<file path="config.mk">
export PLATFORM = sky130hd
export DESIGN_NAME = instr_fetch_unit
export DESIGN_NICKNAME = d
export VERILOG_FILES = /design/src/rtl/kgp_fetch_pkg.sv /design/src/rtl/fetch_fifo.sv /design/src/rtl/instr_fetch_unit.sv
export SDC_FILE = /design/constraint.sdc
export NUM_CORES = 1
export LEC_CHECK = 0
export ABC_AREA = 1
export BUFFER_PORTS_ARGS = -buffer_cell sky130_fd_sc_hd__buf_4
export CAP_MARGIN = 15
export CORE_ASPECT_RATIO = 1.1
export CORE_UTILIZATION = 30
export CTS_CLUSTER_DIAMETER = 200
export DETAILED_ROUTE_END_ITERATION = 8
export PLACE_DENSITY = 0.57
export SLEW_MARGIN = 20
export SYNTH_ARGS = -nofsm -noshare
export SYNTH_HDL_FRONTEND = slang
export SYNTH_SLANG_ARGS = --single-unit
</file>
<file path="constraint.sdc">
create_clock -name clk -period 2.4 [get_ports clk]
set_input_delay 0.48 -clock clk [delete_from_list [all_inputs] [get_ports clk]]
set_output_delay 0.48 -clock clk [all_outputs]
set_load 0.05 [all_outputs]
</file>
<file path="src/rtl/kgp_fetch_pkg.sv">
// Shared types and constants for the instruction fetch unit and its buffer.
package kgp_fetch_pkg;

    typedef enum logic [1:0] {
        ST_FETCH      = 2'd0,
        ST_WAIT_SPACE = 2'd1,
        ST_DISCARD    = 2'd2
    } fetch_state_t;

    localparam logic [31:0] DEFAULT_RESET_PC  = 32'h0000_0000;
    localparam int          DEFAULT_BUF_DEPTH = 2;
    localparam logic [31:0] PC_INCR           = 32'd4;
    localparam int          ENTRY_W           = 64;

    function automatic logic [31:0] align_pc(input logic [31:0] pc);
        return {pc[31:2], 2'b00};
    endfunction

endpackage

</file>
<file path="src/rtl/fetch_fifo.sv">
// Two-entry buffer of {pc, instr} pairs; flush wins over push/pop.
module fetch_fifo
    import kgp_fetch_pkg::*;
(
    input  logic               clk,
    input  logic               rst,
    input  logic               push,
    input  logic               pop,
    input  logic               flush,
    input  logic [ENTRY_W-1:0] data,
    output logic [1:0]         count,
    output logic [ENTRY_W-1:0] head
);

    logic [ENTRY_W-1:0] slots [2];
    logic               wr_ptr;
    logic               rd_ptr;

    always_ff @(posedge clk or negedge rst) begin
        if (!rst) begin
            slots[0] <= '0;
            slots[1] <= '0;
            wr_ptr   <= 1'b0;
            rd_ptr   <= 1'b0;
            count    <= 2'd0;
        end else if (flush) begin
            wr_ptr <= 1'b0;
            rd_ptr <= 1'b0;
            count  <= 2'd0;
        end else begin
            if (push) begin
                slots[wr_ptr] <= data;
                wr_ptr        <= ~wr_ptr;
            end
            if (pop) begin
                rd_ptr <= ~rd_ptr;
            end
            case ({push, pop})
                2'b10:   count <= count + 2'd1;
                2'b01:   count <= count - 2'd1;
                default: count <= count;
            endcase
        end
    end

    assign head = slots[rd_ptr];

endmodule

</file>
<file path="src/rtl/instr_fetch_unit.sv">
// Instruction fetch unit: one outstanding memory request, two-entry buffer
// towards the core, redirect with in-flight response discard.
module instr_fetch_unit
    import kgp_fetch_pkg::*;
#(
    parameter logic [31:0] RESET_PC  = DEFAULT_RESET_PC,
    parameter int          BUF_DEPTH = DEFAULT_BUF_DEPTH
) (
    input  logic        clk,
    input  logic        rst,
    output logic        imem_req,
    output logic [31:0] imem_addr,
    input  logic        imem_ack,
    input  logic [31:0] imem_rdata,
    input  logic        redirect,
    input  logic [31:0] redirect_pc,
    input  logic        instr_ready,
    output logic [31:0] instruction,
    output logic        instr_valid,
    output logic [31:0] instr_pc,
    output logic [1:0]  fsm_state
);

    localparam logic [1:0] FULL_COUNT = 2'(BUF_DEPTH);

    fetch_state_t state, next_state;
    logic [31:0]  req_addr, next_addr;
    logic [31:0]  pend_pc, next_pend;
    logic         started;
    logic         push, pop, flush;
    logic [1:0]   count, count_after;
    logic [63:0]  head;
    logic [31:0]  target;

    // Core handshake: an entry transfers on a cycle where instr_valid and
    // instr_ready are both high; instr_valid never drops without a pop or flush.
    assign instr_valid = (count != 2'd0);
    assign instruction = instr_valid ? head[31:0]  : 32'h0;
    assign instr_pc    = instr_valid ? head[63:32] : 32'h0;
    assign imem_addr   = req_addr;
    // started stays low for the first cycle after reset so a stale ack is ignored.
    assign imem_req    = started && (state != ST_WAIT_SPACE);
    assign fsm_state   = state;

    assign target      = align_pc(redirect_pc);
    assign pop         = instr_valid && instr_ready && !redirect;
    assign flush       = redirect;
    assign count_after = count + 2'd1 - {1'b0, pop};

    always_ff @(posedge clk or negedge rst) begin
        if (!rst) begin
            state    <= ST_FETCH;
            req_addr <= RESET_PC;
            pend_pc  <= RESET_PC;
            started  <= 1'b0;
        end else begin
            state    <= next_state;
            req_addr <= next_addr;
            pend_pc  <= next_pend;
            started  <= 1'b1;
        end
    end

    always_comb begin
        next_state = state;
        next_addr  = req_addr;
        next_pend  = pend_pc;
        push       = 1'b0;
        case (state)
            ST_FETCH: begin
                if (!started) begin
                    if (redirect) next_addr = target;
                end else if (redirect) begin
                    if (imem_ack) begin
                        next_addr = target;
                    end else begin
                        next_state = ST_DISCARD;
                        next_pend  = target;
                    end
                end else if (imem_ack) begin
                    push      = 1'b1;
                    next_addr = req_addr + PC_INCR;
                    if (count_after == FULL_COUNT) next_state = ST_WAIT_SPACE;
                end
            end
            ST_WAIT_SPACE: begin
                if (redirect) begin
                    next_addr  = target;
                    next_state = ST_FETCH;
                end else if (pop) begin
                    next_state = ST_FETCH;
                end
            end
            ST_DISCARD: begin
                // The old address stays on the bus until its response is dropped.
                if (imem_ack) begin
                    next_addr  = redirect ? target : pend_pc;
                    next_state = ST_FETCH;
                end else if (redirect) begin
                    next_pend = target;
                end
            end
            default: next_state = ST_FETCH;
        endcase
    end

    fetch_fifo u_fifo (
        .clk   (clk),
        .rst   (rst),
        .push  (push),
        .pop   (pop),
        .flush (flush),
        .data  ({req_addr, imem_rdata}),
        .count (count),
        .head  (head)
    );

endmodule

</file>
==> results of run 1 <==
## routing by layer
metal | routed length [microns] | part of all wire | global-route usage
met5 | 0 | 0 | 0
met4 | 526 | 0.016 | 0.0529
met3 | 1600 | 0.049 | 0.0322
met2 | 15100 | 0.47 | 0.287
met1 | 15200 | 0.47 | 0.240
## Yosys cell counts, types with 2 or more instances
cell type,n,area share
nand4_1,10,0.0060
o21ai_0,181,0.086
inv_2,4,0.0014
o21bai_1,3,0.0021
mux2_4,26,0.037
a21oi_1,48,0.023
mux2_2,3,0.0032
o211ai_1,13,0.0093
a22oi_1,4,0.0029
nor2_1,173,0.062
dfrtp_1,199,0.47
nand3_1,53,0.025
inv_1,105,0.037
buf_4,3,0.0021
nand2_1,336,0.12
o21a_1,3,0.0021
buf_1,4,0.0014
a211oi_1,2,0.0014
nor3_1,4,0.0019
nor2_4,3,0.0032
nor2_2,5,0.0030
buf_2,38,0.018
clkbuf_1,29,0.010
o22ai_1,4,0.0024
buf_6,9,0.0096
nand2_2,2,0.0012
o2111ai_1,3,0.0025
ha_1,6,0.0071
o21ai_1,74,0.035
## repair_timing
item | 4_1_cts | 5_1_grt
gates cloned | 0 | 6
setup buffers | 0 | 3
endpoints found under the setup margin | 7 | 64
pin swaps | 0 | 4
gates resized for setup | 12 | 20
## metrics by stage
stage               std cells  hold slack [ns]   util  TNS [ns]  setup slack [ns]
floorplan                1358            0.184      -         0            0.0622
global placement         1912            0.449  0.358         0             0.337
detailed placement       1912            0.454  0.358         0             0.327
CTS                      1944           0.0662  0.377   -0.0956           -0.0344
global route             1953           0.0876  0.383         0            0.0272
finish                   1953           0.0550  0.383         0             0.122
## power breakdown
part	total, mW	internal (mW)	switching [mW]	leakage, nW
combinational	10.5	3.56	6.95	3.72
sequential	5.93	4.85	1.07	2.54
clock	3.05	1.69	1.36	0.294
total	19.5	10.1	9.39	6.56
## area by class of cell
type | count | area share
clock buffers | 20 | 0.0339
clock inverters | 12 | 0.0125
inverters | 110 | 0.0325
multi-input cells | 965 | 0.360
flip-flops and latches | 199 | 0.378
well taps | 438 | 0.0416
repair buffers | 209 | 0.141
## cell families (layout without fill, tap and decap cells)
family / Yosys count / count (layout) / synth area share
flops: 199 / 199 / 0.474
compound gates: 338 / 338 / 0.169
other cells: 1 / 1 / 0.000357
simple gates: 590 / 590 / 0.227
fa+ha+maj: 6 / 6 / 0.00714
xor+xnor: 1 / 1 / 0.000833
mux: 29 / 29 / 0.0404
buf+inv: 194 / 351 / 0.0817
## path summary, 6_finish.rpt
kind | start | to | slack, ns | depth (start not counted)
setup / recovery | u_fifo.count[0]$_DFFE_PN0P_ | instr_pc[17] | 0.12 | 7
max in group asynchronous | rst | pend_pc[26]$_DFFE_PN0P_ | 1.63 | 2
hold reg to reg | pend_pc[1]$_DFFE_PN0P_ | pend_pc[1]$_DFFE_PN0P_ | 0.47 | 2
min in group clk | redirect_pc[13] | pend_pc[13]$_DFFE_PN0P_ | 0.27 | 2
hold / removal | rst | u_fifo.slots[3]$_DFFE_PN0P_ | 0.06 | 1
setup reg to reg | fsm_state[0]$_DFFE_PN0P_ | imem_addr[8]$_DFFE_PN0P_ | 0.33 | 11
## worst max-delay path, stage by stage (launching register included)
cell and delay (ns):
dfrtp_1 0.37, inv_2 0.07, ha_4 0.18, clkinv_8 0.10, buf_12 0.13, o21ai_0 0.07
nor2_1 0.24, buf_6 0.20
## sequential cells by signal, summed over array words and instances (netlist names)
signal	count
u_fifo.rd_ptr	1
fsm_state	2
u_fifo.wr_ptr	1
u_fifo.count	2
pend_pc	32
imem_addr	32
u_fifo.slots	128
started	1
==> results.txt, run 1 <==
Drt via density: 4.90
Most frequent cells in the layout: 334 x nand2_1, 198 x dfrtp_1, 178 x o21ai_0
Post-synth EDFFs: 0
Synth Instances: 1358
Via Count: 9575
# hold bufs at CTS: 0
Mapped Area: 10500 sq um
Synth Flop Type: dfrtp_1
Count of cell types in the netlist: 40
Final RePlAce weighted congestion: 0.841
Pre-antenna DRT Iters: 6
Yosys reg bits: 199
Worst IR drop on VDD: 0.624 mV
CTS tree: yes
Diode count: 0
Hold WC Path Type: in2async
Max Cap Violations: 0
GRT Util Overall: 0.177
Tcrit/Tclk final: 0.949
Syn avg cell area: 7.74 sq um
Status: completed
Slew at the pin closest to its max-slew limit: 0.613 ns
Warnings from Yosys: 0
DRC Markers: 0
Post-layout min period: 2.28 ns
Relative slew slack: 0.591
PortBufs: 166
Crit Path Category: reg2out
DRT iter0 DRCs: 750
Core area: 34400 sq um
Count of final setup violators: 0
Leakage power: 6.56 nW
WP data arrival: 1.80 ns
Antenna Nets Post-Route: 0
Final Max Slew Viols: 0
Filler cells: 3542
Vias in the first global route: 8905
I/O Pins: 169
Critical Path Start Type: flip-flop
Row count: 71
Die height: 198 microns
First-pass GRT wire length: 49600 microns
Die Width: 180 microns
Commonest non-fill, non-tap cell in the layout: nand2_1
CTS sink cnt: 199
Layout cells sized above 1: 0.203
Initial core utilization: 0.306
Die Area: 35800 sq um
Antenna violations before repair: 0
Routed wire length per instance: 16.6 microns
Hold Violations, Final: 0
Clk_skew: 0.0146 ns
Clock Path Buffers: 2
Latest clock arrival within the worst-skew pair: 0.44 ns
Area of the multi-input gates: 4740 sq um
Worst endpoint required time: 1.92 ns
Worst-path clk slew: 0.07 ns
Area grow syn2layout: 25.3%
Final instance area: 13200 sq um
Storage element area: 4980 sq um
Nets: 1577
Final Power: 19.5 mW
Fmax achieved: 439 MHz
DP Wirelength: 21500 microns
Worst Setup End Kind: primary output
Net Count, Synth: 1433
Inserted Clock Buffers: 17
Largest net degree at the start of global routing: 95
Congestion Overflow GR: 0
Crit path max fanout: 9
PwrDens: 1480 nW/um^2
Seq/Total Area, Yosys: 0.474
Post-synth ARST share: 1.00
Unrepaired setup endpoints after global routing: no
Overall routed net length: 32500 microns
Placed instance area: 12300 sq um
Root buf cell: clkbuf_16
Max H-tree Level: 4
Note: power is estimated with default switching activity, not from simulation.
==> run 2, diff against run 1 <==
--- a/config.mk
+++ b/config.mk
@@ -9,10 +9,10 @@
 export BUFFER_PORTS_ARGS = -buffer_cell sky130_fd_sc_hd__buf_4
 export CAP_MARGIN = 15
 export CORE_ASPECT_RATIO = 1.1
-export CORE_UTILIZATION = 30
+export CORE_UTILIZATION = 57
 export CTS_CLUSTER_DIAMETER = 200
 export DETAILED_ROUTE_END_ITERATION = 8
-export PLACE_DENSITY = 0.57
+export PLACE_DENSITY = 0.89
 export SLEW_MARGIN = 20
 export SYNTH_ARGS = -nofsm -noshare
 export SYNTH_HDL_FRONTEND = slang
==> run 2 against run 1 <==
Against the previous run:
- combinational power about the same
- power decreased by 0.73%
- maximum frequency decreased by 4.9%
- global-route usage increased by 13 points
- first-iteration DRC count increased by 40%
- wire length decreased by 9.0%
- critical path depth increased by 1
- count of clock-buffer cells in the layout decreased by 3
- non-clock buffer count unchanged
- flip-flop and latch count unchanged
- final area decreased by 1.6%
- clock skew decreased by 0.0011 ns
- largest cell class unchanged
==> results.txt, run 2 (synthesis gave the netlist of run 1 again) <==
Status: completed
GRT Util Overall: 0.303 (+0.126)
WHS: 0.0282 ns (-0.0268 ns)
Worst-path cell with the longest stage delay: dfrtp_1
Final Util: 0.725 (+0.342)
Max FFs per register: 128 (unchanged)
Storage element area: 4980 sq um (unchanged)
PwrDens: 1490 nW/um^2 (+0.88%)
Antenna Nets Post-Route: 0 (unchanged)
Final Max Slew Viols: 0 (unchanged)
I/O Pins: 169 (unchanged)
Crit Path Category: reg2out
Top Usage Layer GRT: met2
Pre-antenna DRT Iters: 6 (unchanged)
Most flop-heavy register: u_fifo.slots
Nets: 1577 (unchanged)
Crit path max fanout: 7 (-2)
Initial core utilization: 0.588 (+0.283)
DRC Markers: 0 (unchanged)
Critical Path Start Type: flip-flop
Unrepaired setup endpoints after global routing: yes
DP Worst Slack: 0.367 ns (+0.0399 ns)
Largest net degree at the start of global routing: 95 (unchanged)
Met1 usage: 0.417 (+0.177)
Placed instance area: 12000 sq um (-2.3%)
Worst endpoint required time: 1.92 ns (about the same)
Final instance area: 13000 sq um (-1.6%)
WP data arrival: 1.91 ns (+0.11 ns)
Die Area: 19000 sq um (-47%)
CTS sink cnt: 199 (unchanged)
Fmax achieved: 418 MHz (-4.9%)
Diode count: 0 (unchanged)
DP Wirelength: 18900 microns (-12%)
Congestion Overflow GR: 0 (unchanged)
DRT iter0 DRCs: 1048 (+40%)
Die Width: 131 microns (-27%)
Root buf cell: clkbuf_16
Via Count: 9996 (+4.4%)
Hold WC Path Type: in2async
Routed wire length per instance: 16.8 microns (+1.4%)
Final setup TNS: 0 ns (unchanged)
Commonest non-fill, non-tap cell in the layout: nand2_1
Layout cells sized above 1: 0.203 (unchanged)
Hold Violations, Final: 0 (unchanged)
Final RePlAce weighted congestion: 0.950 (+13%)
Met2 Resource Use GR: 0.486 (+0.199)
R2r setup slk: 0.24 ns (-0.09 ns)
Count of final setup violators: 0 (unchanged)
Critical-path cell list: inv_2, ha_4, clkinvlp_4, buf_12, clkbuf_16, o21ai_0, nor2_1, buf_6
Layout Cells excl Fill: 1753 (-10%)
Max Cap Violations: 0 (unchanged)
Slew at the pin closest to its max-slew limit: 0.545 ns (-0.0686 ns)
Setup ws final: 0.00571 ns (-0.117 ns)
CTS tree: yes
Worst IR drop on VDD: 0.864 mV (+39%)
Tcrit/Tclk final: 0.998 (+0.0486)
Overall routed net length: 29500 microns (-9.0%)
Clock Path Buffers: 2 (unchanged)
Core area: 17900 sq um (-48%)
PortBufs: 166 (unchanged)
Max H-tree Level: 4 (unchanged)
Drt via density: 5.70 (+16%)
Largest stage delay, worst path: 0.37 ns (about the same)
Routing usage on met3: 0.0505 (+0.0183)
Dpl cells: 1710 (-11%)
First-pass GRT wire length: 45700 microns (-8.0%)
Post-layout min period: 2.39 ns (+0.117 ns)
Inserted Clock Buffers: 17 (unchanged)
Worst Setup End Kind: primary output
Clk_skew: 0.0135 ns (-0.00109 ns)
Relative slew slack: 0.637 (+0.0457)
Filler cells: 1365 (-61%)
Vias in the first global route: 9154 (+2.8%)
Area grow syn2layout: 23.3%
Leakage power: 6.55 nW (about the same)
Latest clock arrival within the worst-skew pair: 0.45 ns (about the same)
Antenna violations before repair: 0 (unchanged)
Worst-path clk slew: 0.08 ns (about the same)
Row count: 51 (-28%)
Die height: 144 microns (-27%)
Most frequent cells in the layout: 334 x nand2_1, 198 x dfrtp_1, 178 x o21ai_0
Area of the multi-input gates: 4740 sq um (-0.11%)
Final Power: 19.4 mW (-0.73%)
==> run 2: changes by cell type in the layout (fill, tap and decap cells not counted), sizes merged <==
cell / delta
bufinv: -3
clkinv: +1
clkinvlp: +1
inv: +4
clkbuf: -3
==> run 2: worst paths after layout <==
kind / cells after the start / start / end
max reg2reg: 12 / u_fifo.count[1]$_DFFE_PN0P_ / fsm_state[0]$_DFFE_PN0P_
min reg2reg: 2 / pend_pc[0]$_DFFE_PN0P_ / pend_pc[0]$_DFFE_PN0P_
max in group asynchronous: 2 / rst / u_fifo.rd_ptr$_DFFE_PN0P_
max: 8 / u_fifo.count[0]$_DFFE_PN0P_ / instruction[10]
min: 1 / rst / pend_pc[29]$_DFFE_PN0P_
min in group clk: 2 / redirect_pc[10] / pend_pc[10]$_DFFE_PN0P_
==> run 2: metal layers <==
metal,routed length (microns),vias up
met1,12300,4688
met5,0,-
met2,14200,530
met3,2370,67
met4,714,0
li1,-,4711
==> run 2: repair_timing <==
action,CTS,global route
setup endpoints to repair,4,52
buffers inserted,0,5
pin swaps,0,5
gates cloned,0,6
hold buffers,0,0
resized for setup,3,51
==> run 2: power by group <==
part | internal [mW] | switching [mW]
logic | 3.70 | 6.94
clock network | 1.37 | 1.39
registers | 4.86 | 1.09
total | 9.93 | 9.42
==> run 2: critical path: cells and delay by family (launching register included) <==
| kind | cells | cell delay (ns) |
|---|---|---|
| adder cells (fa/ha/maj) | 1 | 0.16 |
| buffers and inverters | 5 | 0.66 |
| AO/OA/AOI/OAI | 1 | 0.09 |
| AND/OR/NAND/NOR | 1 | 0.17 |
| flip-flops | 1 | 0.37 |
==> run 2: cell type report <==
cell class / count / area share
clock inverter: 15 / 0.0106
tap: 238 / 0.0230
multi-input combinational: 965 / 0.366
clock buffer: 17 / 0.0328
sequential: 199 / 0.384
inverter: 110 / 0.0323
timing repair buffer: 209 / 0.151
==> run 3, diff against run 2 <==
--- a/config.mk
+++ b/config.mk
@@ -9,10 +9,10 @@
 export BUFFER_PORTS_ARGS = -buffer_cell sky130_fd_sc_hd__buf_4
 export CAP_MARGIN = 15
 export CORE_ASPECT_RATIO = 1.1
-export CORE_UTILIZATION = 57
+export CORE_UTILIZATION = 52
 export CTS_CLUSTER_DIAMETER = 200
 export DETAILED_ROUTE_END_ITERATION = 8
-export PLACE_DENSITY = 0.89
+export PLACE_DENSITY = 0.86
 export SLEW_MARGIN = 20
 export SYNTH_ARGS = -nofsm -noshare
 export SYNTH_HDL_FRONTEND = slang
==> constraint.sdc (replaced) <==
create_clock -name clk -period 2.1 [get_ports clk]
set_input_delay 0.42 -clock clk [delete_from_list [all_inputs] [get_ports clk]]
set_output_delay 0.42 -clock clk [all_outputs]
set_load 0.05 [all_outputs]
==> run 3 against run 2 <==
Against the previous run:
- the run now ends with setup timing left
- utilization is 3.9 points lower
- critical endpoint is now instr_pc[27]
- global-route usage is 0.81 points lower
- cell count is 1.7% higher
- via count is 1.0% higher
- largest power group unchanged
==> results.txt, run 3 (synthesis gave the netlist of run 1 again) <==
Tcrit/Tclk final: 1.08
CTS sink cnt: 199 (unchanged)
Post-layout min period: 2.26 ns
Overall routed net length: 30400 microns (+2.9%)
Pre-antenna DRT Iters: 5 (-1)
PortBufs: 166 (unchanged)
Filler cells: 1544 (+13%)
Fmax achieved: 443 MHz
Final RePlAce weighted congestion: 0.905 (-4.8%)
Worst Setup End Kind: primary output
Layout cells sized above 1: 0.260 (+0.0568)
DRT iter0 DRCs: 681 (-35%)
Clk_skew: 0.0118 ns (-0.00175 ns)
Most frequent cells in the layout: 333 x nand2_1, 198 x dfrtp_1, 136 x buf_4
Dpl cells: 1731 (+1.2%)
Failing checks: setup timing
Congestion Overflow GR: 0 (unchanged)
I/O Pins: 169 (unchanged)
Worst IR drop on VDD: 1.04 mV (+20%)
Worst endpoint required time: 1.68 ns (-0.24 ns)
First-pass GRT wire length: 47100 microns (+3.1%)
Crit Path Category: reg2out
Clock Path Buffers: 2 (unchanged)
DP Worst Slack: 0.141 ns (-0.226 ns)
Die Area: 20800 sq um (+9.5%)
Critical Path Start Type: flip-flop
Layout Cells excl Fill: 1782 (+1.7%)
Root buf cell: clkbuf_16
Most flop-heavy register: u_fifo.slots
Worst-path clk slew: 0.07 ns (about the same)
Crit path max fanout: 17 (+10)
Unrepaired setup endpoints after global routing: yes
Area grow syn2layout: 29.4%
Commonest non-fill, non-tap cell in the layout: nand2_1
Antenna Nets Post-Route: 0 (unchanged)
WP data arrival: 1.84 ns (-0.07 ns)
Leakage power: 6.69 nW (+2.1%)
Setup ws final: -0.158 ns (-0.164 ns)
Die height: 151 microns (+4.6%)
Final Util: 0.687 (-0.0386)
Row count: 54 (+5.9%)
Routed wire length per instance: 17.0 microns (+1.2%)
Hold Violations, Final: 0 (unchanged)
Vias in the first global route: 9428 (+3.0%)
Antenna violations before repair: 0 (unchanged)
Count of final setup violators: 62 (+62)
Diode count: 0 (unchanged)
Die Width: 138 microns (+4.6%)
DP Wirelength: 19700 microns (+4.1%)
GRT Util Overall: 0.295 (-0.00811)
Drt via density: 5.67 (-0.62%)
Max H-tree Level: 4 (unchanged)
PwrDens: 1730 nW/um^2 (+16%)
Max FFs per register: 128 (unchanged)
Final setup TNS: -3.29 ns (-3.29 ns)
Final Max Slew Viols: 0 (unchanged)
Final Power: 23.5 mW (+21%)
Inserted Clock Buffers: 17 (unchanged)
Nets: 1593 (+1.0%)
Latest clock arrival within the worst-skew pair: 0.43 ns (-0.02 ns)
Max Cap Violations: 0 (unchanged)
Via Count: 10098 (+1.0%)
CTS tree: yes
DRC Markers: 0 (unchanged)
Hold WC Path Type: in2reg
Status: finished, violations left
Core area: 19800 sq um (+11%)
Largest net degree at the start of global routing: 95 (unchanged)
Initial core utilization: 0.531 (-0.0573)
==> run 3: cell types whose count changed in the layout (fill, tap and decap cells not counted), moves of 5 or more <==
cell / before / now
inv_6: 7 / 1
buf_4: 150 / 136
nor2_4: 3 / 15
buf_6: 41 / 65
nor2_1: 161 / 118
buf_8: 0 / 5
clkbuf_8: 1 / 6
o21ai_0: 178 / 122
nor2_2: 17 / 48
o21ai_2: 0 / 29
o21ai_1: 77 / 101
==> run 3: worst max-delay path, stage by stage, from the launching register on <==
cell and delay [ns]:
dfrtp_1 0.36, inv_2 0.06, ha_4 0.16, inv_6 0.06
buf_4 0.11, buf_12 0.15, buf_4 0.12, o21ai_2 0.08
nor2_4 0.14, buf_8 0.16
==> run 3: final timing paths <==
| check | endpoint | cells after the start | slack, ns | start |
|---|---|---|---|---|
| setup / recovery | instr_pc[27] | 9 | -0.16 | u_fifo.count[0]$_DFFE_PN0P_ |
| hold / removal | pend_pc[9]$_DFFE_PN0P_ | 2 | 0.22 | redirect_pc[9] |
| max in group asynchronous | imem_addr[26]$_DFFE_PN0P_ | 3 | 0.96 | rst |
| hold reg to reg | pend_pc[1]$_DFFE_PN0P_ | 2 | 0.48 | pend_pc[1]$_DFFE_PN0P_ |
| setup reg to reg | u_fifo.count[0]$_DFFE_PN0P_ | 14 | 0.07 | u_fifo.count[0]$_DFFE_PN0P_ |
| min in group asynchronous | u_fifo.slots[120]$_DFFE_PN0P_ | 2 | 0.51 | rst |
==> run 3: per-layer routing <==
layer | track usage | up-vias | share of wire
met3 | 0.0535 | 65 | 0.074
met5 | 0 | - | 0
met1 | 0.392 | 4807 | 0.42
met4 | 0.102 | 0 | 0.024
met2 | 0.483 | 473 | 0.49
li1 | - | 4753 | -
==> run 3: cell type report <==
class | count | area [sq um] | area share
Tap cell | 252 | 315 | 0.0232
Multi-Input combinational cell | 965 | 5060 | 0.372
Inverter | 110 | 420 | 0.0309
Clock inverter | 6 | 90.1 | 0.00663
Clock buffer | 25 | 505 | 0.0372
Sequential cell | 199 | 4980 | 0.366
Timing Repair Buffer | 225 | 2220 | 0.163
==> run 3: power by group <==
group	internal, mW	total [mW]	switching (mW)
logic	4.87	13.3	8.41
registers	5.56	6.91	1.35
clock network	1.91	3.31	1.40
total	12.3	23.5	11.2
==> run 3: what timing repair did <==
action                                  CTS  global route
hold endpoints to repair                 45             0
setup buffers                             9             6
endpoints found under the setup margin   64            86
hold buffers                              1             0
pin swaps                                30            44
gates resized for setup                 107            89
gates cloned                              5             0
==> run 3: per-stage QoR <==
step / cell area (sq um) / hold WS (ns)
6_report: 13600 / 0.225
5_1_grt: 13600 / 0.213
4_1_cts: 13400 / 0.214
3_5_place_dp: 12200 / 0.409
3_3_place_gp: 12200 / 0.407
2_1_floorplan: 10700 / 0.124
